==> config.mk <==
export PLATFORM = sky130hd
export DESIGN_NAME = serial_addsub_ctrl
export DESIGN_NICKNAME = d
export VERILOG_FILES = /design/src/rtl/serial_addsub_ctrl_pkg.sv /design/src/rtl/serial_addsub_ctrl_fa_cell.sv /design/src/rtl/serial_addsub_ctrl.sv
export SDC_FILE = /design/constraint.sdc
export NUM_CORES = 1
export LEC_CHECK = 0
export CORE_ASPECT_RATIO = 0.9
export CORE_UTILIZATION = 61
export CTS_CLUSTER_DIAMETER = 200
export DETAILED_ROUTE_END_ITERATION = 8
export DONT_BUFFER_PORTS = 1
export HOLD_SLACK_MARGIN = 0.03
export PLACE_DENSITY = 0.77
export SKIP_CTS_REPAIR_TIMING = 1
export SYNTH_ARGS = -nofsm -noshare
export SYNTH_HDL_FRONTEND = slang
export SYNTH_SLANG_ARGS = --single-unit
==> constraint.sdc <==
create_clock -name clk_i -period 1.54 [get_ports clk_i]
set_input_delay 0.308 -clock clk_i [delete_from_list [all_inputs] [get_ports clk_i]]
set_output_delay 0.308 -clock clk_i [all_outputs]
set_load 0.1 [all_outputs]
==> src/rtl/serial_addsub_ctrl_pkg.sv <==
// Shared definitions for the bit-serial add/subtract controller:
// FSM state encoding, default operand width and counter sizing helper.
package serial_addsub_ctrl_pkg;

    typedef enum logic [1:0] {
        ST_IDLE = 2'd0,
        ST_RUN  = 2'd1,
        ST_DONE = 2'd2
    } sa_state_e;

    localparam int unsigned SA_DEFAULT_WIDTH = 32'd8;

    // Bit-counter width for a given operand width (at least one bit).
    function automatic int unsigned sa_cnt_width(input int unsigned w);
        return (w < 32'd2) ? 32'd1 : $clog2(w);
    endfunction

    localparam int unsigned SA_DEFAULT_CNT_W = sa_cnt_width(SA_DEFAULT_WIDTH);

endpackage

==> src/rtl/serial_addsub_ctrl_fa_cell.sv <==
// One-bit full adder built only from two-input NAND gates.
// Purely combinational; the controller time-shares a single instance.
module fa_cell (
    input  logic a_i,
    input  logic b_i,
    input  logic cin_i,
    output logic s_o,
    output logic cout_o
);

    logic n1_s;
    logic n2_s;
    logic n3_s;
    logic x_s;
    logic n4_s;
    logic n5_s;
    logic n6_s;

    // First half adder: x = a ^ b, n1 = ~(a & b)
    assign n1_s   = ~(a_i & b_i);
    assign n2_s   = ~(a_i & n1_s);
    assign n3_s   = ~(b_i & n1_s);
    assign x_s    = ~(n2_s & n3_s);

    // Second half adder: s = x ^ cin, n4 = ~(x & cin)
    assign n4_s   = ~(x_s & cin_i);
    assign n5_s   = ~(x_s & n4_s);
    assign n6_s   = ~(cin_i & n4_s);
    assign s_o    = ~(n5_s & n6_s);

    // Carry = (a & b) | (x & cin)
    assign cout_o = ~(n1_s & n4_s);

endmodule

==> src/rtl/serial_addsub_ctrl.sv <==
// Bit-serial add/subtract controller. Latches operands on start, feeds one
// bit pair per clock (LSB first) through a shared full-adder cell, and
// publishes result/cout/overflow when the last bit is processed.
// Optional feature macro: SERIAL_ADDSUB_OVF_EN enables the signed-overflow
// capture register; without it the overflow output is tied low.
module serial_addsub_ctrl
    import serial_addsub_ctrl_pkg::*;
#(
    parameter int unsigned WIDTH = SA_DEFAULT_WIDTH
) (
    input  logic             clk_i,
    input  logic             rst_i,
    input  logic             start_i,
    input  logic             sub_i,
    input  logic [WIDTH-1:0] a_i,
    input  logic [WIDTH-1:0] b_i,
    output logic             busy_o,
    output logic             done_o,
    output logic [WIDTH-1:0] result_o,
    output logic             cout_o,
    output logic             overflow_o
);

    localparam int unsigned CNT_W = sa_cnt_width(WIDTH);
    localparam logic [CNT_W-1:0] CNT_LAST = CNT_W'(WIDTH - 1);

    sa_state_e        state_q, state_d;
    logic [WIDTH-1:0] a_sh_q, a_sh_d;
    logic [WIDTH-1:0] b_sh_q, b_sh_d;
    logic [WIDTH-2:0] acc_q, acc_d;        // sum bits collected so far
    logic [WIDTH-1:0] result_q, result_d;
    logic [CNT_W-1:0] cnt_q, cnt_d;
    logic             carry_q, carry_d;
    logic             sub_q, sub_d;
    logic             cout_q, cout_d;
    logic             busy_q, busy_d;
    logic             done_q, done_d;
    logic [WIDTH-1:0] shift_in_s;          // {new sum bit, collected bits}

    logic             fa_b_s;
    logic             fa_s_s;
    logic             fa_cout_s;

    assign fa_b_s     = b_sh_q[0] ^ sub_q;
    assign shift_in_s = {fa_s_s, acc_q};

    fa_cell u_fa_cell (
        .a_i    (a_sh_q[0]),
        .b_i    (fa_b_s),
        .cin_i  (carry_q),
        .s_o    (fa_s_s),
        .cout_o (fa_cout_s)
    );

`ifdef SERIAL_ADDSUB_OVF_EN
    logic ovf_q, ovf_d;
`endif

    // Next-state, datapath sequencing and output-register next values.
    always_comb begin
        state_d  = state_q;
        a_sh_d   = a_sh_q;
        b_sh_d   = b_sh_q;
        acc_d    = acc_q;
        result_d = result_q;
        cnt_d    = cnt_q;
        carry_d  = carry_q;
        sub_d    = sub_q;
        cout_d   = cout_q;
`ifdef SERIAL_ADDSUB_OVF_EN
        ovf_d    = ovf_q;
`endif
        case (state_q)
            ST_IDLE: begin
                if (start_i) begin
                    a_sh_d  = a_i;
                    b_sh_d  = b_i;
                    carry_d = sub_i;       // +1 of the two's complement
                    sub_d   = sub_i;
                    cnt_d   = '0;
                    state_d = ST_RUN;
                end else begin
                    state_d = ST_IDLE;
                end
            end
            ST_RUN: begin
                a_sh_d  = {1'b0, a_sh_q[WIDTH-1:1]};
                b_sh_d  = {1'b0, b_sh_q[WIDTH-1:1]};
                acc_d   = shift_in_s[WIDTH-1:1];
                carry_d = fa_cout_s;
                if (cnt_q == CNT_LAST) begin
                    // MSB: publish everything in the same edge.
                    result_d = shift_in_s;
                    cout_d   = fa_cout_s;
`ifdef SERIAL_ADDSUB_OVF_EN
                    ovf_d    = carry_q ^ fa_cout_s;
`endif
                    cnt_d    = '0;
                    state_d  = ST_DONE;
                end else begin
                    cnt_d    = cnt_q + {{(CNT_W-1){1'b0}}, 1'b1};
                    state_d  = ST_RUN;
                end
            end
            ST_DONE: begin
                state_d = ST_IDLE;
            end
            default: begin
                state_d = ST_IDLE;
            end
        endcase
        busy_d = (state_d != ST_IDLE);
        done_d = (state_d == ST_DONE);
    end

    // State and datapath registers with synchronous reset.
    always_ff @(posedge clk_i) begin
        if (rst_i) begin
            state_q  <= ST_IDLE;
            a_sh_q   <= '0;
            b_sh_q   <= '0;
            acc_q    <= '0;
            result_q <= '0;
            cnt_q    <= '0;
            carry_q  <= 1'b0;
            sub_q    <= 1'b0;
            cout_q   <= 1'b0;
            busy_q   <= 1'b0;
            done_q   <= 1'b0;
        end else begin
            state_q  <= state_d;
            a_sh_q   <= a_sh_d;
            b_sh_q   <= b_sh_d;
            acc_q    <= acc_d;
            result_q <= result_d;
            cnt_q    <= cnt_d;
            carry_q  <= carry_d;
            sub_q    <= sub_d;
            cout_q   <= cout_d;
            busy_q   <= busy_d;
            done_q   <= done_d;
        end
    end

`ifdef SERIAL_ADDSUB_OVF_EN
    // Signed-overflow capture register, updated together with result.
    always_ff @(posedge clk_i) begin
        if (rst_i) begin
            ovf_q <= 1'b0;
        end else begin
            ovf_q <= ovf_d;
        end
    end

    assign overflow_o = ovf_q;
`else
    assign overflow_o = 1'b0;
`endif

    assign busy_o   = busy_q;
    assign done_o   = done_q;
    assign result_o = result_q;
    assign cout_o   = cout_q;

endmodule
Word-level counts from Yosys, hierarchy flattened

Cells that the tools add are included.

$add $sub $neg: 1
Equal/unequal tests: 4
Multiplexer cells: 12
Bitwise gates (word level): 19
Reduce and logical (&&, ||, !) cells: 6

Operators by type and width:

| kind                                                 | number |
|---|---|
| one-hot mux 8 bit (2 select lines)                   | 2 |
| 2-to-1 mux 8 bit                                     | 2 |
| AND 1 bit                                            | 9 |
| NOT 1 bit                                            | 9 |
| 2-to-1 mux 3 bit                                     | 2 |
| one-hot mux 3 bit (2 select lines)                   | 1 |
| AND reduction 2 bit                                  | 3 |
| one-hot mux 2 bit (2 select lines)                   | 1 |
| nonzero test 2 bit                                   | 2 |
| adder 3 x 1 -> 3 bit (second input constant)         | 1 |
| equality test 3 bit (second input constant)          | 1 |
| equality test 2 x 1 -> 1 bit (second input constant) | 1 |
| equality test 2 bit (second input constant)          | 1 |
| logical NOT 2 bit                                    | 1 |
| 2-to-1 mux 1 bit                                     | 2 |
| 2-to-1 mux 2 bit                                     | 1 |
| != test 2 bit (second input constant)                | 1 |
| one-hot mux 1 bit (2 select lines)                   | 1 |
| XOR 1 bit                                            | 1 |

Register bits: 41
Input bits: 20
Output and inout port bits: 12

Logic depth before layout (Yosys ltp)

Gate-level depths: netlist of run 1.

Depth after elaboration: 13
Gate-level depth with buffers: 6
Mapped depth without buffers: 5

By module

Synthesis of run 1 repeated with hierarchy kept, for this count alone.

Cell total of the unflattened synthesis: 181
Area, all modules: 1766.7 µm²

By module, submodules not included:

| module             | times used | cells an instance | area each (µm²) | sequential area each (µm²) |
|---|---|---|---|---|
| serial_addsub_ctrl | 1          | 180               | 1746.7          | 820.8 |
| fa_cell            | 1          | 1                 | 20.0            | 0.0 |

Worst setup path before layout of run 1

Ideal clock, no wire load.

Path kind: register to register
From: register cout_o (netlist name)
To: register cout_q, in the netlist cout_o
Arrival: 1.238 ns
Data required time: 1.454 ns
Slack: 0.215 ns
Stages on the path, launching flop included: 3
Path buffers: 0
Cell sequence: dfxtp_1 nor2_1 a211oi_1

RTL lines:

| what                   | RTL line                  | RTL |
|---|---|---|
| end signal: assignment | serial_addsub_ctrl.sv:139 | `cout_q <= cout_d;` |
| end: declaration       | serial_addsub_ctrl.sv:35  | `logic cout_q, cout_d;` |

Final worst setup path of run 1

From: register cnt_q[0]
To: register cout_q, in the netlist cout_o

Longest elaborated chain between the ends: 2

Ends and longest elaborated chain:

| what                                 | RTL line                  | RTL |
|---|---|---|
| start: declaration                   | serial_addsub_ctrl.sv:32  | `logic [CNT_W-1:0] cnt_q, cnt_d;` |
| start signal: assignment             | serial_addsub_ctrl.sv:136 | `cnt_q <= cnt_d;` |
| equality test 3 bit                  | serial_addsub_ctrl.sv:91  | `if (cnt_q == CNT_LAST) begin` |
| AND reduction 2 bit (no source line) | -                         |  |

Every way passes these cells.
A chain may end at the register's enable or synchronous reset.

==> results of run 1 <==
[cells in the final DEF, fill, tap and decap left out]
cell,synthesis,routed
nor2_2,1,1
conb_1,1,1
o21ba_4,1,1
bufinv_16,0,1
ha_1,2,2
nand3b_1,1,1
nand2_1,27,27
buf_4,3,14
and3b_2,0,1
nor2b_1,1,1
dfxtp_1,41,41
a2111oi_2,1,1
nor3b_1,1,1
o21bai_1,1,1
nor3_1,1,1
buf_12,0,2
clkbuf_1,3,1
nand2b_1,3,3
a211oi_2,10,10
nor2_1,26,26
a22oi_1,5,5
clkbuf_8,0,1
inv_1,2,2
a21oi_1,14,14
mux2i_1,14,14
fa_1,1,1
o21ai_0,1,1
xnor2_1,1,1
clkbuf_4,0,5
a211oi_1,8,8
[power by group through the flow]
stage | sequential (µW) | clock, µW | combinational, µW
floorplan | 1170 | 0 | 226
global placement | 1170 | 0 | 238
detailed placement | 1170 | 0 | 253
CTS | 1150 | 733 | 253
global route | 1150 | 772 | 300
finish | 1150 | 714 | 272
[sequential cells by signal, indices dropped and copies added (netlist names)]
name	count
cnt_q	3
result_o	8
done_o	1
sub_q	1
carry_q	1
cout_o	1
a_sh_q	8
acc_q	7
busy_o	1
b_sh_q	8
state_q	2
[final cells by class]
class	instances	area (µm²)
flip-flops and latches	41	821
multi-input cells	122	795
fillers	202	673
repair buffers	16	145
clock buffers	7	55.1
well taps	38	47.5
clock inverters	1	30.0
inverters	2	7.51
[worst min path at each step]
stage | slack, ps | start | endpoint | cells past startpoint
CTS | -3 | rst_i | b_sh_q[0] | 1
finish | 100 | sub_i | sub_q | 2
floorplan | 380 | rst_i | carry_q | 1
global route | 90 | sub_i | sub_q | 2
detailed placement | 380 | rst_i | a_sh_q[4] | 1
global placement | 380 | rst_i | a_sh_q[6] | 1
[metrics by stage]
stage                     total power [µW]  cell area, µm²  setup slack [ps]  util (%)  std cells
after floorplan                       1400            1720               215         -        178
after global placement                1410            1790               148      69.7        218
after detailed placement              1420            1790              60.8      69.7        218
after CTS                             2130            1880              27.4      73.0        226
after global routing                  2230            1900            0.0777      73.8        227
final                                 2130            1900               141      73.8        227
[layer usage]
layer	vias to the layer above	part of all wire, %	global-route usage, %
met2	34	51	38.5
li1	628	-	-
met4	0	2.1	13.1
met1	564	40	26.0
met5	-	0	0
met3	7	6.4	5.68
[kinds of logic after synthesis]
logic type | share of synthesized area, %
buffers and inverters | 6.39
and+or+nand+nor | 15.0
AOI/OAI and AO/OA | 19.5
other | 0.217
DFF | 47.6
muxes | 8.13
adders and majority gates | 2.61
xor gates and xnor gates | 0.508
==> results.yml, run 1 <==
timing:
  hold_viol_final: 0
  grt_setup_unrepaired: "no"
  setup_tns_ps: 0
  max_freq_mhz: 715
  finalSetupViolCount: 0
  fin_crit_ps: 1400
  final_max_slew_viol_count: 0
  min_period_over_period_pct: 90.9
  whs_ps: 96.2
  finClkSkew_ps: 5.88
yosys:
  synth_flop_cell: "dfxtp_1"
  yosysTopAreaCellShare_pct: 47.6
  post-synth-top-count-cell: "dfxtp_1"
  async_flop_share_pct: 0
  syn-num-nets: 201
  yosysSeqAreaShare_pct: 47.6
  netlist_instances: 178
  yosys-top-cells-count: "dfxtp_1, nand2_1, nor2_1"
  synthTopCellsByArea: "dfxtp_1, mux2i_1, a211oi_2"
  synth_area_per_cell_um2: 9.69
  synth_edf_count: 0
  yosys.area.top_type: "dfxtp_1"
  yosysWarnings: 0
  syn_area_mm2: 0.00172
  synth_cell_types: 30
  ys_ff_latch: 41
detailed_routing:
  drc_errors: 3
  drt-vias-per-instance: 5.43
  dr.pass1.iters: 7
  drt_wl_total_um: 2980
  wl_per_cell_um: 13.1
  ant_nets: 0
  route.vias.total: 1233
  first_iter_violations: 45
die:
  boundaryPins: 32
  start_util_pct: 67.0
  die_area_mm2: 0.00304
  chipHeight_um: 52.4
  rows: 17
  core_mm2: 0.00257
  die_w_um: 58.0
clocking:
  cts.sinks: 41
  clock_latency_ps: 340
  cts_made_buffers: 5
  cts_root_buf: "clkbuf_4"
  clockBufferDepth: 2
  cts_tree: "yes"
  cts.clk_slew.worst_paths_ps: 110
  htree_num_levels: 2
worst_hold_path:
  hp-class: "in2reg"
worst_setup_path:
  setup.worst_path.class: "reg2reg"
  cp_num_cells: 5
  startpoint: "cnt_q[0]"
  worst_r2r_startpoint: "cnt_q[0]"
  cp.arrival_ps: 1670
  start_kind: "register"
  crit_path_max_fanout: 11
  crit_path_max_incr_delay_ps: 370
  worstPathRequired_ps: 1810
  r2r_cells: 5
  cp_slowest_cell: "dfxtp_1"
  crit_path_cell_trace: "ha_1, ha_1, and3b_2, nor2_1, a211oi_1"
  path_delay_family: "adder cells"
  critical_path.endpoint_type: "register"
  timing.rr.end: "cout_o"
  r2r_slack_ps: 140
  cp_common_cell: "ha_1"
  cp_num_buf_inv: 0
  endpoint: "cout_o"
pwr:
  seqPwrFrac_pct: 53.7
  p_comb_share_pct: 12.8
  p_per_area_mw_per_mm2: 1120
  peakVddDrop_v: 0.000657
  p_int_uw: 1610
  p_switching_uw: 519
  p_leak_uw: 0.000718
  p_clk_share_pct: 33.5
  switching_share_pct: 24.3
layout:
  nets: 211
  drive_gt1_share_pct: 19.6
  area.growth.synth_to_final_pct: 10.2
  n_antenna_cell: 0
placed_design:
  place_hpwl_um: 2110
  io_buffers: 0
  gp_congestion: 0.772
global_routing:
  antenna_found_initial: 0
  grt_max_degree: 42
  overflow: 0
  grt_first_pass_wirelength_um: 4980
  gr-usage-all-layers_pct: 22.7
  grt_pass1_vias: 1167
run:
  maxCapViolCount: 0
status:
  violations: "DRC"
  status: "complete, but fails checks"
Note: power is estimated with default switching activity, not from simulation.
==> run 2: changes to the inputs <==
Settings changed: CTS_CLUSTER_DIAMETER 200 to 60.
==> results of run 2 <==
Final layout, timing and power as in run 1 (identical DEF).
